### config.mk
export PLATFORM = sky130hd
export DESIGN_NAME = hazard_ctrl
export DESIGN_NICKNAME = d
export VERILOG_FILES = /design/src/rtl/hazard_ctrl_pkg.sv /design/src/rtl/hazard_ctrl_perf.sv /design/src/rtl/hazard_ctrl.sv
export SDC_FILE = /design/constraint.sdc
export NUM_CORES = 1
export LEC_CHECK = 0
export ABC_CLOCK_PERIOD_IN_PS = 2640
export CAP_MARGIN = 10
export CORE_MARGIN = 2
export CORE_UTILIZATION = 30
export DETAILED_ROUTE_END_ITERATION = 6
export MAX_ROUTING_LAYER = met4
export PLACE_DENSITY = 0.87
export SLEW_MARGIN = 20
export SYNTH_ARGS = -nofsm -noshare
export SYNTH_HDL_FRONTEND = slang
export SYNTH_HIERARCHICAL = 1
export SYNTH_SLANG_ARGS = --single-unit
### constraint.sdc
create_clock -name clk_i -period 2.64 [get_ports clk_i]
set_input_delay 0.264 -clock clk_i [delete_from_list [all_inputs] [get_ports clk_i]]
set_output_delay 0.264 -clock clk_i [all_outputs]
set_load 0.005 [all_outputs]
### src/rtl/hazard_ctrl_pkg.sv
// Shared definitions for the five-stage core: RV32 opcode constants, the
// hazard controller FSM state encoding, and register-usage decode helpers.
// Latency: n/a (types and pure functions). Backpressure: n/a.
package hazard_ctrl_pkg;

  // Major opcodes, also used by the decode and immediate-generation logic.
  localparam logic [6:0] R_TYPE      = 7'b0110011;
  localparam logic [6:0] I_TYPE      = 7'b0010011;
  localparam logic [6:0] LOAD_TYPE   = 7'b0000011;
  localparam logic [6:0] STORE_TYPE  = 7'b0100011;
  localparam logic [6:0] BRANCH_TYPE = 7'b1100011;

  typedef enum logic [1:0] {
    RUN      = 2'd0,
    MEM_WAIT = 2'd1,
    ERR      = 2'd2
  } state_e;

  // Opcodes whose rs1 field names a real source register.
  function automatic logic uses_rs1(input logic [6:0] op);
    return (op == R_TYPE) || (op == STORE_TYPE) || (op == BRANCH_TYPE) ||
           (op == I_TYPE) || (op == LOAD_TYPE);
  endfunction

  // Opcodes whose rs2 field names a real source register.
  function automatic logic uses_rs2(input logic [6:0] op);
    return (op == R_TYPE) || (op == STORE_TYPE) || (op == BRANCH_TYPE);
  endfunction

endpackage

### src/rtl/hazard_ctrl_perf.sv
// Saturating stall/flush event counter pair for pipeline performance monitoring.
// Latency: count visible one cycle after the event. Backpressure: none, counters hold at all-ones.
// Ports: clk_i, rst_i (sync active-low), stall_inc_i/flush_inc_i events, stall_cnt_o/flush_cnt_o.
module hazard_ctrl_perf #(
  parameter int CNT_W = 32
) (
  input  logic             clk_i,
  input  logic             rst_i,
  input  logic             stall_inc_i,
  input  logic             flush_inc_i,
  output logic [CNT_W-1:0] stall_cnt_o,
  output logic [CNT_W-1:0] flush_cnt_o
);

  logic [CNT_W-1:0] stall_cnt_q, stall_cnt_d;
  logic [CNT_W-1:0] flush_cnt_q, flush_cnt_d;

  always_comb begin
    stall_cnt_d = stall_cnt_q;
    flush_cnt_d = flush_cnt_q;
    if (stall_inc_i && (stall_cnt_q != '1)) stall_cnt_d = stall_cnt_q + CNT_W'(1);
    if (flush_inc_i && (flush_cnt_q != '1)) flush_cnt_d = flush_cnt_q + CNT_W'(1);
  end

  always_ff @(posedge clk_i) begin
    if (!rst_i) begin
      stall_cnt_q <= '0;
      flush_cnt_q <= '0;
    end else begin
      stall_cnt_q <= stall_cnt_d;
      flush_cnt_q <= flush_cnt_d;
    end
  end

  assign stall_cnt_o = stall_cnt_q;
  assign flush_cnt_o = flush_cnt_q;

endmodule

### src/rtl/hazard_ctrl.sv
// Pipeline hazard controller: load-use / branch-operand bubbles, ID-branch flush, dmem wait freeze + watchdog.
// Latency: all hazard outputs combinational (zero cycles) from inputs and registered FSM state.
// Backpressure: dmem not acking freezes the pipe; a hung memory latches err_o until reset.
// Ports: clk_i, rst_i (sync active-low); IF/ID inst, ID/EX rd/memread/regwrite, branch_taken_i,
// dmem_req_i/dmem_ack_i in; pc_write_o, ifid_write_o, ifid_flush_o, idex_bubble_o, pipe_stall_o, err_o out.
// Optional: define HAZARD_CTRL_PERF_EN to add CNT_W-wide stall_cnt_o/flush_cnt_o saturating counters.
module hazard_ctrl
  import hazard_ctrl_pkg::*;
#(
  parameter int MEM_TIMEOUT = 16
`ifdef HAZARD_CTRL_PERF_EN
  , parameter int CNT_W = 32
`endif
) (
  input  logic        clk_i,
  input  logic        rst_i,
  input  logic [31:0] id_inst_i,
  input  logic [4:0]  ex_rd_i,
  input  logic        ex_memread_i,
  input  logic        ex_regwrite_i,
  input  logic        branch_taken_i,
  input  logic        dmem_req_i,
  input  logic        dmem_ack_i,
  output logic        pc_write_o,
  output logic        ifid_write_o,
  output logic        ifid_flush_o,
  output logic        idex_bubble_o,
  output logic        pipe_stall_o,
  output logic        err_o
`ifdef HAZARD_CTRL_PERF_EN
  , output logic [CNT_W-1:0] stall_cnt_o
  , output logic [CNT_W-1:0] flush_cnt_o
`endif
);

  // wait_cnt only needs to reach MEM_TIMEOUT-2: the transition to ERR is taken
  // from that value, i.e. when the count would become MEM_TIMEOUT-1.
  localparam int          CW        = (MEM_TIMEOUT > 2) ? $clog2(MEM_TIMEOUT) : 1;
  localparam logic [CW-1:0] WAIT_LAST = CW'(MEM_TIMEOUT - 2);

  state_e        state_q, state_d;
  logic [CW-1:0] wait_cnt_q, wait_cnt_d;

  logic [6:0] opcode;
  logic [4:0] rs1, rs2;
  logic       rs_hit, load_use, br_dep, mem_stall;
  logic       unused_inst_bits;

  assign opcode           = id_inst_i[6:0];
  assign rs1              = id_inst_i[19:15];
  assign rs2              = id_inst_i[24:20];
  assign unused_inst_bits = ^{id_inst_i[31:25], id_inst_i[14:7]};

  always_comb begin
    // x0 is hardwired zero, so writing it never creates a dependency.
    rs_hit = (ex_rd_i != 5'd0) &&
             ((uses_rs1(opcode) && (rs1 == ex_rd_i)) ||
              (uses_rs2(opcode) && (rs2 == ex_rd_i)));
    load_use = ex_memread_i && rs_hit;
    // ALU results are forwarded to EX but not to the ID comparator; loads are
    // already covered by load_use.
    br_dep = (opcode == BRANCH_TYPE) && ex_regwrite_i && !ex_memread_i && rs_hit;
    mem_stall = ((state_q == RUN) && dmem_req_i && !dmem_ack_i) ||
                ((state_q == MEM_WAIT) && !dmem_ack_i);
  end

  always_comb begin
    state_d    = state_q;
    wait_cnt_d = wait_cnt_q;
    unique case (state_q)
      RUN: begin
        if (dmem_req_i && !dmem_ack_i) begin
          state_d    = MEM_WAIT;
          wait_cnt_d = '0;
        end
      end
      MEM_WAIT: begin
        if (dmem_ack_i)                    state_d    = RUN;
        else if (wait_cnt_q == WAIT_LAST)  state_d    = ERR;
        else                               wait_cnt_d = wait_cnt_q + CW'(1);
      end
      ERR:     state_d = ERR;
      default: state_d = RUN;
    endcase
  end

  always_ff @(posedge clk_i) begin
    if (!rst_i) begin
      state_q    <= RUN;
      wait_cnt_q <= '0;
    end else begin
      state_q    <= state_d;
      wait_cnt_q <= wait_cnt_d;
    end
  end

  always_comb begin
    pc_write_o    = 1'b1;
    ifid_write_o  = 1'b1;
    ifid_flush_o  = 1'b0;
    idex_bubble_o = 1'b0;
    pipe_stall_o  = 1'b0;
    err_o         = 1'b0;
    if (!rst_i) begin
      // Hold everything frozen while reset is applied.
      pc_write_o   = 1'b0;
      ifid_write_o = 1'b0;
      pipe_stall_o = 1'b1;
    end else if ((state_q == ERR) || mem_stall) begin
      pc_write_o   = 1'b0;
      ifid_write_o = 1'b0;
      pipe_stall_o = 1'b1;
      err_o        = (state_q == ERR);
    end else if (load_use || br_dep) begin
      // A taken branch here used stale operands, so it is not acted on.
      pc_write_o    = 1'b0;
      ifid_write_o  = 1'b0;
      idex_bubble_o = 1'b1;
    end else if (branch_taken_i) begin
      ifid_flush_o = 1'b1;
    end
  end

`ifdef HAZARD_CTRL_PERF_EN
  hazard_ctrl_perf #(
    .CNT_W(CNT_W)
  ) u_perf (
    .clk_i       (clk_i),
    .rst_i       (rst_i),
    .stall_inc_i (!pc_write_o),
    .flush_inc_i (ifid_flush_o),
    .stall_cnt_o (stall_cnt_o),
    .flush_cnt_o (flush_cnt_o)
  );
`endif

endmodule

# After elaboration in Yosys (flattened, before gate mapping)
# Cells that the tools add are included.
[word_totals]
register_bits = 6
elab_cells = 65
[classes]
n_addsub = 1
n_eq_ne = 14
mux = 22
n_reduce_logical = 26
[op_table]
columns = ["operator", "n"]
rows = [
  ["7-bit by 6-bit == test with 1-bit output, second input constant", 2],
  ["1-bit 2-to-1 mux", 14],
  ["4-bit 2-to-1 mux", 3],
  ["1-bit logical AND", 11],
  ["5-bit == test", 2],
  ["1-bit logical OR", 8],
  ["4-bit one-hot mux with 2 select lines", 1],
  ["7-bit by 2-bit == test with 1-bit output, second input constant", 1],
  ["7-bit by 5-bit == test with 1-bit output, second input constant", 1],
  ["7-bit == test, second input constant", 1],
  ["2-bit 2-to-1 mux", 3],
  ["2-bit one-hot mux with 3 select lines", 1],
  ["5-bit nonzero test", 1],
  ["4-bit by 1-bit adder with 4-bit output, second input constant", 1],
  ["4-bit == test, second input constant", 1],
  ["2-bit inequality test, second input constant", 2],
  ["4-bit AND reduction", 1],
  ["3-bit by 2-bit inequality test with 1-bit output, second input constant", 1],
  ["2-bit by 1-bit == test with 1-bit output, second input constant", 1],
  ["2-bit == test, second input constant", 1],
  ["1-bit zero test", 2],
  ["2-bit zero test", 1],
  ["2-bit by 1-bit inequality test with 1-bit output, second input constant", 1],
  ["2-bit AND reduction", 1],
  ["2-bit nonzero test", 1],
]

# Depth between registers and ports, before layout
# Gate-level depths: netlist of run 1.
[depth]
ltp_word = 13
ltp_mapped = 6
depth_no_buf = 6

# Least setup slack after synthesis of run 1
# OpenSTA, ideal clock, no wires.
[synth_path]
path_kind = "input-to-output"
startpoint = "in ex_rd_i[1]"
endpoint = "out pc_write_o"
t_arrival_ns = 1.266
t_required_ns = 2.376
slack_ns = 1.110
stages = 5
path_buffers = 1
path_cell_list = "or4_1 nor2_1 nor3_1 a21oi_1 buf_4"
[synth_between]
elab_chain_cells = 9
word_cells_on_any_way = 13
classes_between = "2 x eq/ne; 3 x mux; 8 x reduce/logical"
[synth_lines]
columns = ["element", "line_no", "rtl"]
rows = [
  ["start: declaration", "hazard_ctrl.sv:18", "input logic [4:0] ex_rd_i,"],
  ["5-bit == test (on tied branches)", "hazard_ctrl.sv:57, hazard_ctrl.sv:58", ""],
  ["1-bit logical AND (on tied branches)", "hazard_ctrl.sv:57, hazard_ctrl.sv:58", ""],
  ["1-bit logical OR", "hazard_ctrl.sv:57", "((uses_rs1(opcode) && (rs1 == ex_rd_i)) ||"],
  ["1-bit logical AND *", "hazard_ctrl.sv:56", "rs_hit = (ex_rd_i != 5'd0) &&"],
  ["1-bit logical AND (on tied branches)", "hazard_ctrl.sv:59, hazard_ctrl.sv:62", ""],
  ["1-bit logical OR *", "hazard_ctrl.sv:114", "end else if (load_use || br_dep) begin"],
  ["1-bit 2-to-1 mux * (3 in series)", "-", ""],
  ["end: declaration", "hazard_ctrl.sv:24", "output logic pc_write_o,"],
]
# Mark *: on every way between the ends. The rest lies on a longest branch, timed or not.

# Final worst setup path of run 1
[layout_path]
startpoint = "in ex_rd_i[1]"
endpoint = "out ifid_flush_o"
[layout_between]
elab_chain_cells = 9
word_cells_on_any_way = 13
classes_between = "2 x eq/ne; 3 x mux; 8 x reduce/logical"
[layout_lines]
columns = ["element", "line_no", "rtl"]
rows = [
  ["5-bit == test (on tied branches)", "hazard_ctrl.sv:57, hazard_ctrl.sv:58", ""],
  ["1-bit logical AND (on tied branches)", "hazard_ctrl.sv:57, hazard_ctrl.sv:58", ""],
  ["1-bit logical OR", "hazard_ctrl.sv:57", ""],
  ["1-bit logical AND *", "hazard_ctrl.sv:56", ""],
  ["1-bit logical AND (on tied branches)", "hazard_ctrl.sv:59, hazard_ctrl.sv:62", ""],
  ["1-bit logical OR *", "hazard_ctrl.sv:114", ""],
  ["1-bit 2-to-1 mux *", "hazard_ctrl.sv:114", ""],
  ["1-bit 2-to-1 mux *", "hazard_ctrl.sv:109", "end else if ((state_q == ERR) || mem_stall) begin"],
  ["1-bit 2-to-1 mux *", "hazard_ctrl.sv:104", "if (!rst_i) begin"],
  ["end: declaration", "hazard_ctrl.sv:26", "output logic ifid_flush_o,"],
]
# Marked as above.

==> flow_summary.ini, run 1 <==
[outcome]
status = completed

[clock_tree]
cts_resized = 0
clock-root-buffer = clkbuf_4
cts_made_buffers = 3
clk_pin_slew_worst_paths_ns = 0.05
tritoncts = yes
clk_latency_ns = 0.25
htree_levels = 1
postCtsHoldBufs = 0
cts_setup_buffers = 0
cts_num_sinks = 6
clock_path_buffers = 2

[hold_path]
hp-class = flop to flop

[routing]
drtIter0Drc = 11
wl_mm = 1.47
first_pass_iters = 4
num_vias = 599
wire_per_inst_um = 12.5
drc = 0
drtAntennaViolNets = 0
vias_per_cell = 5.08

[sta]
maxClockFrequency_mhz = 399
final.setup.tns_ns = 0
finalHoldWorstSlack_ns = 0.488
finalMaxSlewViolations = 0
tightest_slew_ns = 0.549
slew_headroom_pct = 63.2
fin_crit_sh_pct = 95.0
worst_slack_ns = 0.132
period_needed_ns = 2.51
fin_worst_skew_ns = 0.00598
finalSetupViolCount = 0
final_hold_viol_count = 0
rsz0062_at_grt = no

[yosys]
ys_seq_elements = 6
synth_most_common_cell = xnor2_1
synth_top_family_by_area = simple AND/OR/NAND/NOR gates
syn_inst = 66
synthSimpleGateAreaFrac_pct = 32.9
yosys_warnings = 6
ys_top_cells_by_count = 11 x xnor2_1, 6 x dfxtp_1, 6 x nand3_1, 6 x nor2_1, 5 x inv_1
syn_area_per_cell_um2 = 7.55
yosysSeqAreaShare_pct = 24.1
netlist_area_um2 = 498
synthFlopType = dfxtp_1
ys_top_cells_by_area = dfxtp_1 24%, xnor2_1 19%, nand3_1 6.0%
synth.top_cell.area_share_pct = 24.1
yosysTopAreaCell = dfxtp_1
muxShareOfSynthArea_pct = 0
synth_xor_area_share_pct = 19.3
async_reset_ff_share_pct = 0
synth_adder_area_share_pct = 5.03
syn_nets = 112
synth_cell_type_count = 23
synth_compound_area_share_pct = 13.3
synth_edf_count = 0

[setup_path]
crit_fanout = 3
critPathSlowestCell = or4_1
worstPathArrival_ns = 2.24
path_cells = clkdlybuf4s50_1 -> or4_1 -> nor2_1 -> nor3_1 -> a211oi_1 -> clkdlybuf4s50_1
critPathMaxStageDelay_ns = 0.56
cpMostUsedCell = clkdlybuf4s50_1
critPathCaptureType = primary output
cp.required_ns = 2.38
critical_path.startpoint_type = primary input
crit_type = primary input to primary output

[pwr]
p_clk_share_pct = 31.2
p_per_area_nw_per_um2 = 320
combPwrFrac_pct = 34.6
seq_power_share_pct = 34.3
peakVddDrop_v = 0.000220
netSwitchingFraction_pct = 25.4
p_int_mw = 0.208
p_sw_mw = 0.0709
total_leakage_power_nw = 0.321

[placement]
routabilityCongestion = 0.877
placed_cells = 115
io_buffers = 34
dp_slack_ns = 0.117
dp_hpwl_mm = 1.26

[finish]
drive_gt1_share_pct = 3.92
final_cells = 118
num-nets-final = 150
fillerInstances = 140
multi_input_area_um2 = 352
diodes = 0
regArea_um2 = 120
area_growth_pct = 75.4

[die]
fp.dieH_um = 44.7
die_area_um2 = 2000
start_util_pct = 32.7
core.rowCount = 14
io_pins = 50
core-area_um2 = 1520
die_w_um = 44.7

[global_routing]
grtUsageTotal_pct = 17.6
grt_first_pass_wirelength_mm = 2.49
grt_antenna_before_repair = 0
grt_overflow_total = 0
grt_max_degree = 8
grt_pass1_vias = 600

[job]
cap_violations = 0
[worst paths after layout]
kind | endpoint | slack [ns] | cells past startpoint | startpoint
worst min-delay path | wait_cnt_q[3]$_SDFFE_PN0P_ | 0.49 | 2 | wait_cnt_q[3]$_SDFFE_PN0P_
worst max-delay path | ifid_flush_o | 0.13 | 6 | ex_rd_i[1]
worst max register to register | wait_cnt_q[1]$_SDFFE_PN0P_ | 0.95 | 6 | wait_cnt_q[0]$_SDFFE_PN0P_
worst min register to register | wait_cnt_q[3]$_SDFFE_PN0P_ | 0.49 | 2 | wait_cnt_q[3]$_SDFFE_PN0P_
[critical path, delay by kind of cell]
kind | cells | cell delay (ns)
buffers and inverters | 2 | 1.00
AND/OR/NAND/NOR | 3 | 0.75
AO/OA/AOI/OAI | 1 | 0.22
[logic make-up (layout without fill, tap and decap cells)]
family          count (synthesis)  count (layout)
fa+ha+maj                       2               2
buf+inv                         6              42
flops                           6               6
compound gates                 12              12
simple gates                   29              29
xor+xnor                       11              11
[through the flow]
stage / power [mW] / area [µm²] / utilization (%)
detailed placement: 0.194 / 851 / 55.8
global route: 0.297 / 873 / 57.3
floorplan: 0.132 / 498 / -
finish: 0.279 / 873 / 57.3
CTS: 0.283 / 873 / 57.3
global placement: 0.192 / 851 / 55.8
[metal layers]
metal / vias to the layer above / share of wire, % / GRT usage, %
li1: 306 / - / -
met1: 280 / 41 / 19.1
met2: 11 / 55 / 31.6
met3: 2 / 3.5 / 4.80
met4: 0 / 0.88 / 3.64
met5: - / 0 / -
[sequential cells by signal, summed over array words and instances (netlist names)]
register	count
wait_cnt_q	4
state_q	2
[power by group through the flow]
stage          Combinational [mW]  Clock [mW]  Sequential [mW]
2_1_floorplan              0.0356           0           0.0967
3_3_place_gp               0.0949           0           0.0971
3_5_place_dp               0.0962           0           0.0974
4_1_cts                    0.0968      0.0909           0.0956
5_1_grt                     0.105      0.0957           0.0959
6_report                   0.0965      0.0871           0.0957
[placed cells by master (no fill, tap or decap), types with 2 or more instances in the layout]
master	n
clkdlybuf4s50_1	34
nand2b_1	2
dfxtp_1	6
a21oi_1	4
inv_1	5
ha_1	2
or3_1	2
nand4_1	2
o21ai_0	4
clkbuf_4	3
xnor2_1	11
nand2_1	4
nor2_1	6
nand3_1	6
a31oi_1	2
[final cells by class]
type                            count  share of cell area (%)
Clock buffer                        3                    2.58
Inverter                            5                    2.15
Multi-Input combinational cell     54                    40.3
Sequential cell                     6                    13.8
Tap cell                           16                    2.29
Timing Repair Buffer               34                    39.0
Power figures use the tool's default switching activity.
==> run 2: changes to the inputs <==
--- a/config.mk
+++ b/config.mk
@@ -12,7 +12,6 @@
 export DETAILED_ROUTE_END_ITERATION = 6
 export MAX_ROUTING_LAYER = met4
 export PLACE_DENSITY = 0.87
-export SLEW_MARGIN = 20
 export SYNTH_ARGS = -nofsm -noshare
 export SYNTH_HDL_FRONTEND = slang
 export SYNTH_HIERARCHICAL = 1
==> results of run 2 <==
Same layout as run 1: the final DEF is identical, and so are final timing and power.
